<file path="src/rtl/synth_pkg.sv">
// Shared definitions for the player-piano mode controller.
// State encodings, the reset root note and the octave size.
package synth_pkg;

    typedef enum logic [1:0] {
        ST_JAM         = 2'b00,
        ST_COMPOSER    = 2'b01,
        ST_SONG_PLAYER = 2'b10,
        ST_ARM         = 2'b11
    } state_t;

    localparam int unsigned ROOT_MIDDLE_C = 32'd28;
    localparam int unsigned OCTAVE        = 32'd12;

endpackage : synth_pkg

</file>
<file path="src/rtl/synth_countin.sv">
// Beat counter for the count-in that precedes a recording.
// clr has priority over en; terminal flags the beat that completes the count-in,
// and on that beat the counter wraps back to zero.
module synth_countin #(
    parameter int unsigned BEATS = 32'd4,
    parameter int unsigned CNT_W = 32'd3
) (
    input  logic             clk,
    input  logic             reset,
    input  logic             clr,
    input  logic             en,
    output logic [CNT_W-1:0] count,
    output logic             terminal
);

    localparam logic [CNT_W-1:0] LAST_V = CNT_W'(BEATS - 32'd1);

    logic [CNT_W-1:0] cnt_r;
    logic             term_s;

    assign term_s   = en && (cnt_r == LAST_V);
    assign terminal = term_s;
    assign count    = cnt_r;

    // Count beats while enabled; clear on request or when the final beat lands.
    always_ff @(posedge clk or negedge reset) begin
        if (!reset) begin
            cnt_r <= {CNT_W{1'b0}};
        end else if (clr) begin
            cnt_r <= {CNT_W{1'b0}};
        end else if (term_s) begin
            cnt_r <= {CNT_W{1'b0}};
        end else if (en) begin
            cnt_r <= cnt_r + CNT_W'(1);
        end else begin
            cnt_r <= cnt_r;
        end
    end

endmodule : synth_countin

</file>
<file path="src/rtl/synth_mode_ctrl.sv">
// Top-level mode controller of the player piano.
// Decodes button pulses into JAM / ARM (count-in) / COMPOSER / SONG_PLAYER,
// holds the transposition root and the selected recording slot, and tracks
// which slots hold a recording. All outputs are registered.
// Optional feature: define SYNTH_OCTAVE_SHIFT_EN to let up+left / up+right
// shift the root by one octave in JAM instead of advancing the slot.
module synth_mode_ctrl
    import synth_pkg::*;
#(
    parameter int unsigned ROOT_W        = 32'd6,
    parameter int unsigned ROOT_MIN      = 32'd1,
    parameter int unsigned ROOT_MAX      = 32'd51,
    parameter int unsigned ROOT_RESET    = ROOT_MIDDLE_C,
    parameter int unsigned NUM_SLOTS     = 32'd4,
    parameter int unsigned COUNTIN_BEATS = 32'd4,
    localparam int unsigned SLOT_W       = $clog2(NUM_SLOTS),
    localparam int unsigned CB_W         = (COUNTIN_BEATS == 32'd0) ? 32'd1 : $clog2(COUNTIN_BEATS + 32'd1)
) (
    input  logic                 clk,
    input  logic                 reset,
    input  logic                 center_but,
    input  logic                 left_but,
    input  logic                 right_but,
    input  logic                 down_but,
    input  logic                 up_but,
    input  logic                 beat_tick,
    input  logic                 finished_recording,
    input  logic                 playback_done,
    output logic [1:0]           state,
    output logic [ROOT_W-1:0]    root,
    output logic [SLOT_W-1:0]    slot,
    output logic [NUM_SLOTS-1:0] slot_valid,
    output logic                 done_recording,
    output logic [CB_W-1:0]      countin_beat
);

    localparam logic [ROOT_W-1:0] ROOT_MIN_V   = ROOT_W'(ROOT_MIN);
    localparam logic [ROOT_W-1:0] ROOT_MAX_V   = ROOT_W'(ROOT_MAX);
    localparam logic [ROOT_W-1:0] ROOT_RESET_V = ROOT_W'(ROOT_RESET);

    // True when a root value (one bit wider, to expose overflow) is playable.
    function automatic logic root_in_range(input logic [ROOT_W:0] r);
        return (r >= {1'b0, ROOT_MIN_V}) && (r <= {1'b0, ROOT_MAX_V});
    endfunction

    state_t                 state_r;
    logic [ROOT_W-1:0]      root_r;
    logic [SLOT_W-1:0]      slot_r;
    logic [NUM_SLOTS-1:0]   slot_valid_r;
    logic                   done_r;

    logic                   cnt_clr_s;
    logic                   cnt_en_s;
    logic                   cnt_term_s;
    logic [CB_W-1:0]        cnt_s;
    logic                   abort_s;

`ifdef SYNTH_OCTAVE_SHIFT_EN
    localparam logic [ROOT_W:0] OCT_V = (ROOT_W + 32'd1)'(OCTAVE);
    logic [ROOT_W:0] oct_up_s;
    logic [ROOT_W:0] oct_dn_s;
    assign oct_up_s = {1'b0, root_r} + OCT_V;
    assign oct_dn_s = {1'b0, root_r} - OCT_V;
`endif

    assign abort_s   = center_but || down_but;
    assign cnt_clr_s = (state_r != ST_ARM) || abort_s;
    assign cnt_en_s  = (state_r == ST_ARM) && beat_tick;

    if (COUNTIN_BEATS > 32'd0) begin : g_countin
        synth_countin #(
            .BEATS (COUNTIN_BEATS),
            .CNT_W (CB_W)
        ) u_countin (
            .clk      (clk),
            .reset    (reset),
            .clr      (cnt_clr_s),
            .en       (cnt_en_s),
            .count    (cnt_s),
            .terminal (cnt_term_s)
        );
    end else begin : g_no_countin
        assign cnt_s      = {CB_W{1'b0}};
        assign cnt_term_s = 1'b0;
    end

    // Mode FSM with the root/slot datapath and recording bookkeeping.
    always_ff @(posedge clk or negedge reset) begin
        if (!reset) begin
            state_r      <= ST_JAM;
            root_r       <= ROOT_RESET_V;
            slot_r       <= {SLOT_W{1'b0}};
            slot_valid_r <= {NUM_SLOTS{1'b0}};
            done_r       <= 1'b0;
        end else begin
            done_r <= 1'b0;
            case (state_r)
                ST_JAM: begin
                    if (down_but) begin
                        // Playback only makes sense for a slot that was recorded.
                        if (slot_valid_r[slot_r]) begin
                            state_r <= ST_SONG_PLAYER;
                        end
                    end else if (center_but) begin
                        if (COUNTIN_BEATS == 32'd0) begin
                            state_r <= ST_COMPOSER;
                        end else begin
                            state_r <= ST_ARM;
                        end
                    end else if (up_but) begin
`ifdef SYNTH_OCTAVE_SHIFT_EN
                        if (left_but && !right_but) begin
                            if (({1'b0, root_r} >= OCT_V) && root_in_range(oct_dn_s)) begin
                                root_r <= oct_dn_s[ROOT_W-1:0];
                            end
                        end else if (right_but && !left_but) begin
                            if (root_in_range(oct_up_s)) begin
                                root_r <= oct_up_s[ROOT_W-1:0];
                            end
                        end else begin
                            slot_r <= slot_r + SLOT_W'(1);
                        end
`else
                        slot_r <= slot_r + SLOT_W'(1);
`endif
                    end else if (left_but || right_but) begin
                        if (left_but && !right_but && (root_r > ROOT_MIN_V)) begin
                            root_r <= root_r - ROOT_W'(1);
                        end else if (right_but && !left_but && (root_r < ROOT_MAX_V)) begin
                            root_r <= root_r + ROOT_W'(1);
                        end
                    end else if (!root_in_range({1'b0, root_r})) begin
                        root_r <= ROOT_RESET_V;
                    end
                end
                ST_ARM: begin
                    // Abort beats a coincident final beat; no recording was made.
                    if ((COUNTIN_BEATS == 32'd0) || abort_s) begin
                        state_r <= ST_JAM;
                    end else if (cnt_term_s) begin
                        state_r <= ST_COMPOSER;
                    end
                end
                ST_COMPOSER: begin
                    if (down_but) begin
                        state_r              <= ST_SONG_PLAYER;
                        done_r               <= 1'b1;
                        slot_valid_r[slot_r] <= 1'b1;
                    end else if (center_but || finished_recording) begin
                        state_r              <= ST_JAM;
                        done_r               <= 1'b1;
                        slot_valid_r[slot_r] <= 1'b1;
                    end
                end
                ST_SONG_PLAYER: begin
                    if (down_but || playback_done) begin
                        state_r <= ST_JAM;
                    end
                end
                default: begin
                    state_r <= ST_JAM;
                end
            endcase
        end
    end

    assign state          = state_r;
    assign root           = root_r;
    assign slot           = slot_r;
    assign slot_valid     = slot_valid_r;
    assign done_recording = done_r;
    assign countin_beat   = cnt_s;

endmodule : synth_mode_ctrl

</file>
<file path="config.mk">
export PLATFORM = sky130hd
export DESIGN_NAME = synth_mode_ctrl
export DESIGN_NICKNAME = d
export VERILOG_FILES = /design/src/rtl/synth_pkg.sv /design/src/rtl/synth_countin.sv /design/src/rtl/synth_mode_ctrl.sv
export SDC_FILE = /design/constraint.sdc
export NUM_CORES = 1
export LEC_CHECK = 0
export CORE_MARGIN = 2
export CORE_UTILIZATION = 44
export CTS_CLUSTER_DIAMETER = 200
export DETAILED_ROUTE_END_ITERATION = 12
export GPL_TIMING_DRIVEN = 0
export PLACE_DENSITY = 0.82
export SYNTH_ARGS = -nofsm -noshare
export SYNTH_HDL_FRONTEND = slang
export SYNTH_HIERARCHICAL = 1
export SYNTH_SLANG_ARGS = --single-unit
</file>
<file path="constraint.sdc">
create_clock -name clk -period 1.6 [get_ports clk]
set_input_delay 0.32 -clock clk [delete_from_list [all_inputs] [get_ports clk]]
set_output_delay 0.32 -clock clk [all_outputs]
set_load 0.01 [all_outputs]
</file>
After elaboration in Yosys (flattened, before gate mapping) --
Index checks and enable logic that the tools add are counted.
Storage, ports and cells: register bits after elaboration 18, bits of input ports 10, output and inout bits 18, logic and storage cells 79
Operators by class: add/sub/neg operators 4, $lt $le $gt $ge 6, equal/unequal tests 12, muxes and demuxes 25, bitwise logic cells 4, reduce and logical (&&, ||, !) cells 22
Operators with widths (number):
- 6-bit two-way mux | 4
- 2-bit two-way mux | 8
- 3-bit inequality test, second input constant | 4
- 3-bit two-way mux | 3
- 1-bit logical AND | 8
- 4-bit two-way mux | 2
- 2-bit case mux with 4 select lines | 1
- 6-bit by 1-bit adder with 6-bit output, second input constant | 1
- 6-bit by 1-bit >= comparator with 1-bit output, second input constant | 1
- 6-bit by 1-bit greater-than comparator with 1-bit output, second input constant | 1
- 6-bit less-or-equal comparator, second input constant | 1
- 6-bit < comparator, second input constant | 1
- 2-bit inequality test, second input constant | 3
- 6-bit AND reduction | 1
- 6-bit by 1-bit subtractor with 6-bit output, second input constant | 1
- 1-bit logical OR | 5
- 1-bit two-way mux | 5
- 5-bit AND reduction | 1
- 2-bit == test, second input constant | 2
- 4-bit OR | 1
- 4-bit AND reduction | 1
- 3-bit by 1-bit adder with 3-bit output, second input constant | 1
- 3-bit by 2-bit == test with 1-bit output, second input constant | 1
- 2-bit by 3-bit < comparator with 1-bit output, second input constant | 1
- 12 further kinds | 15

Depth between registers and ports, before layout --
depth after elaboration 7, gate-level depth with buffers 7, mapped depth without buffers 7

Cells and area by module --
The synthesis kept the hierarchy.
By module, submodules not included:
- synth_mode_ctrl | instances 1, cells an instance 113, area an instance 1041.0 um^2, sequential area each 379.1 um^2
- synth_countin | instances 1, cells an instance 14, area an instance 145.1 um^2, sequential area each 75.1 um^2

Least setup slack after synthesis --
Ideal clock, no wire load.
kind flip-flop to flip-flop, from reg root_r[2] (netlist: root[2]), to reg root_r[5] (netlist: root[5]), library setup time 0.120 ns, arrival time 1.704 ns, data required time 1.480 ns, path slack -0.224 ns, cell stages (with the launch flop) 7, buffers on the path 1, clock period less this slack 1.824 ns, cells stage by stage dfstp_2 -> clkbuf_1 -> nor3_1 -> o311a_1 -> a21bo_2 -> nor2_1 -> o22a_2
On the way: word-level cells in the longest chain between the ends 4, elaborated cells on any way between the ends 15, classes of those cells add/sub: 2; order compare: 4; eq/ne: 2; mux: 3; reduce/logical: 4
Ends and longest elaborated chain:
- start: declaration | line synth_mode_ctrl.sv:47 | logic [ROOT_W-1:0] root_r;
- start signal: assignment | line synth_mode_ctrl.sv:128 | root_r <= root_r - ROOT_W'(1);
- start signal: assignment | line synth_mode_ctrl.sv:130 | root_r <= root_r + ROOT_W'(1);
- 6-bit by 1-bit greater-than comparator with 1-bit output, or another cell as far along | line synth_mode_ctrl.sv:127 | if (left_but && !right_but && (root_r > ROOT_MIN_V)) begin
- 1-bit logical AND, or another cell as far along | line synth_mode_ctrl.sv:127
- 3-bit by 1-bit inequality test with 1-bit output (no source line), or another cell as far along
- 6-bit AND reduction (no source line) / 6-bit two-way mux (equally long branches)
Parallel ways exist; a longest one is shown, timed or not. The select of a mux whose other input is x is not followed. A chain may end at the register's enable or synchronous reset.

Final worst setup path --
from reg root_r[4] (netlist: root[4]), to reg root_r[4] (netlist: root[4])
Same word-level chain as after synthesis.

==> out/metrics.cfg <==
[clock_tree]
cts_hold_buf=0
clk_latency_ns=0.30
clock-sinks=18
cts_tree=built
cts.reportedPaths.clkPinSlew_ns=0.10
cts_max_level=1
ctsRootBufferMaster=clkbuf_4
cts_buffers=3
clock_path_buffers=2

[run_status]
violations=negative setup slack
status=complete, but fails checks

[global_routing]
grt_usage=0.199
grt_pass1_wl_um=5060
overflow=0
grt_pass1_vias=1094
antenna_found_initial=0
grt_max_degree=19

[timing]
max_freq_mhz=567
worst_pin_slew_ns=0.791
finClkSkew_ns=0.00175
min_period_ns=1.76
final_max_slew_viol_count=0
rsz0062_at_grt=yes
setup_violations=6
finalHoldViolations=0
post-route-period-util=1.10
setup_slack_ns=-0.164
slew_headroom=0.471

[power]
p_total_w=0.00277
power_density_nw_per_um2=1530
ir_drop_mv=1.41
leakage_nw=0.838

[drt]
first_iter_violations=24
detail_route.wl_per_cell_um=15.4
via_count=1207
routed_wl_um=3230
dr.pass1.iters=4
vias_per_cell=5.75
ant_nets=0
drc_errors=0

[die]
num_rows=18
die_h_um=55.9
start_util=0.470
core-area_sq_um=2520
io_pins=28
die-area_sq_um=3130
die_w_um=55.9

[job]
drv_cap=0

[placement]
port_buffers=26
placed_cell_area_sq_um=1530
gp_congestion=0.923
dp_hpwl_um=2060

[cells_and_area]
layout.nets=199
utilization=0.715
fillers=187
final_cell_area_sq_um=1800
n_antenna_cell=0
syn_to_final_growth_pct=52.1
drive_gt1_frac=0.333

[logic_synthesis]
netlist_area_sq_um=1190
ys_types=36
synthArstFlopShare=1.00
ys_ff_latch=18
yosysTopAreaCellShare=0.316
synth_area_leaders=dfrtp_1, ha_1, dfstp_2
ys.flop_type=dfrtp_1
syn_inst=127
yosys_warnings=6
avgSynthCellArea_sq_um=9.34
synth_nets=145
synth_edf_count=0
ys_seq_area_frac=0.383
synth.largest_area_cell=dfrtp_1
synth_common_cells=dfrtp_1, nor2_1, o21ai_0, a21oi_1

[critical_path]
r2r_end=root[4]
path_class=flip-flop to flip-flop
regToRegSetupSlack_ns=-0.16
worstPathMaxFanout=7
startpoint_type=flip-flop
reg2reg_depth=4
reg2reg_from=root[4]
required_ns=1.82
critical_path_arrival_ns=1.99
endpoint_kind=flip-flop

[min_path]
holdCritPathClass=primary input to async pin

[sequential cells by signal, summed over array words and instances, names as in the netlist]
register	cells
root	6
done_recording	1
g_countin.u_countin/count	3
slot_valid	4
slot	2
state	2
[power by group]
part / leakage [nW] / internal, W / switching [W]
combinational: 0.608 / 0.000879 / 0.000750
sequential: 0.210 / 0.000652 / 0.000202
clock: 0.0210 / 0.000139 / 0.000143
total: 0.838 / 0.00167 / 0.00110
[layer usage]
metal / global-route usage / routed length (um) / vias up
met5: 0 / 0 / -
met4: 0.0102 / 36 / 0
met3: 0.0488 / 130 / 8
met2: 0.361 / 1660 / 38
met1: 0.253 / 1400 / 583
li1: - / - / 578
[layout make-up]
class,instances,area [sq um],area share
flip-flops and latches,18,463,0.257
well taps,30,37.5,0.0208
clock buffers,4,36.3,0.0201
inverters,5,18.8,0.0104
multi-input cells,102,805,0.446
plain buffers,1,3.75,0.00208
repair buffers,50,440,0.244
[stage by stage]
stage               worst slack [ns]  setup TNS [ns]  std cells  hold WS [ns]
floorplan                     -0.114          -0.602        127        0.0244
global placement              -0.584           -3.00        183         0.459
detailed placement            -0.623           -3.21        183         0.478
CTS                           -0.182          -0.955        204         0.501
global route                  -0.212           -1.22        210         0.533
finish                        -0.164          -0.854        210         0.471
[worst max-delay path, cell delays in order, from the launching register on]
cell and delay (ns):
dfstp_2 0.42, or4_4 0.60, o221ai_4 0.25, nand3_4 0.16
o31ai_2 0.26
[repair_timing]
| action | CTS | global route |
|---|---|---|
| pin swaps | 8 | 5 |
| gates resized for setup | 18 | 17 |
| setup endpoints to repair | 16 | 12 |
| setup buffers | 17 | 7 |
| cloned | 0 | 0 |
[how the worst max path moves through the flow]
stage | endpoint | slack (ns) | startpoint
4_1_cts | root[2] | -0.18 | root[2]
3_5_place_dp | root[2] | -0.62 | left_but
6_report | root[4] | -0.16 | root[4]
5_1_grt | root[3] | -0.21 | root[1]
3_3_place_gp | root[2] | -0.58 | left_but
2_1_floorplan | root[5] | -0.11 | root[2]
[placed cells by master, fill, tap and decap left out, drive strengths merged, types with 6 or more instances in the layout]
| cell | Yosys | final |
|---|---|---|
| a21oi | 10 | 10 |
| buf | 0 | 24 |
| clkdlybuf4s50 | 0 | 14 |
| dfrtp | 15 | 15 |
| dlygate4sd2 | 0 | 8 |
| ha | 8 | 8 |
| nand2b | 8 | 8 |
| nand3 | 6 | 6 |
| nor2 | 15 | 15 |
| o21ai | 11 | 11 |
[kinds of logic after synthesis]
| group | synth area share |
|---|---|
| xor gates and xnor gates | 0.00739 |
| and+or+nand+nor | 0.227 |
| buffers and inverters | 0.0222 |
| adders and majority gates | 0.0844 |
| AOI/OAI and AO/OA | 0.248 |
| DFF | 0.383 |
| muxes | 0.0285 |
Power figures use the tool's default switching activity.
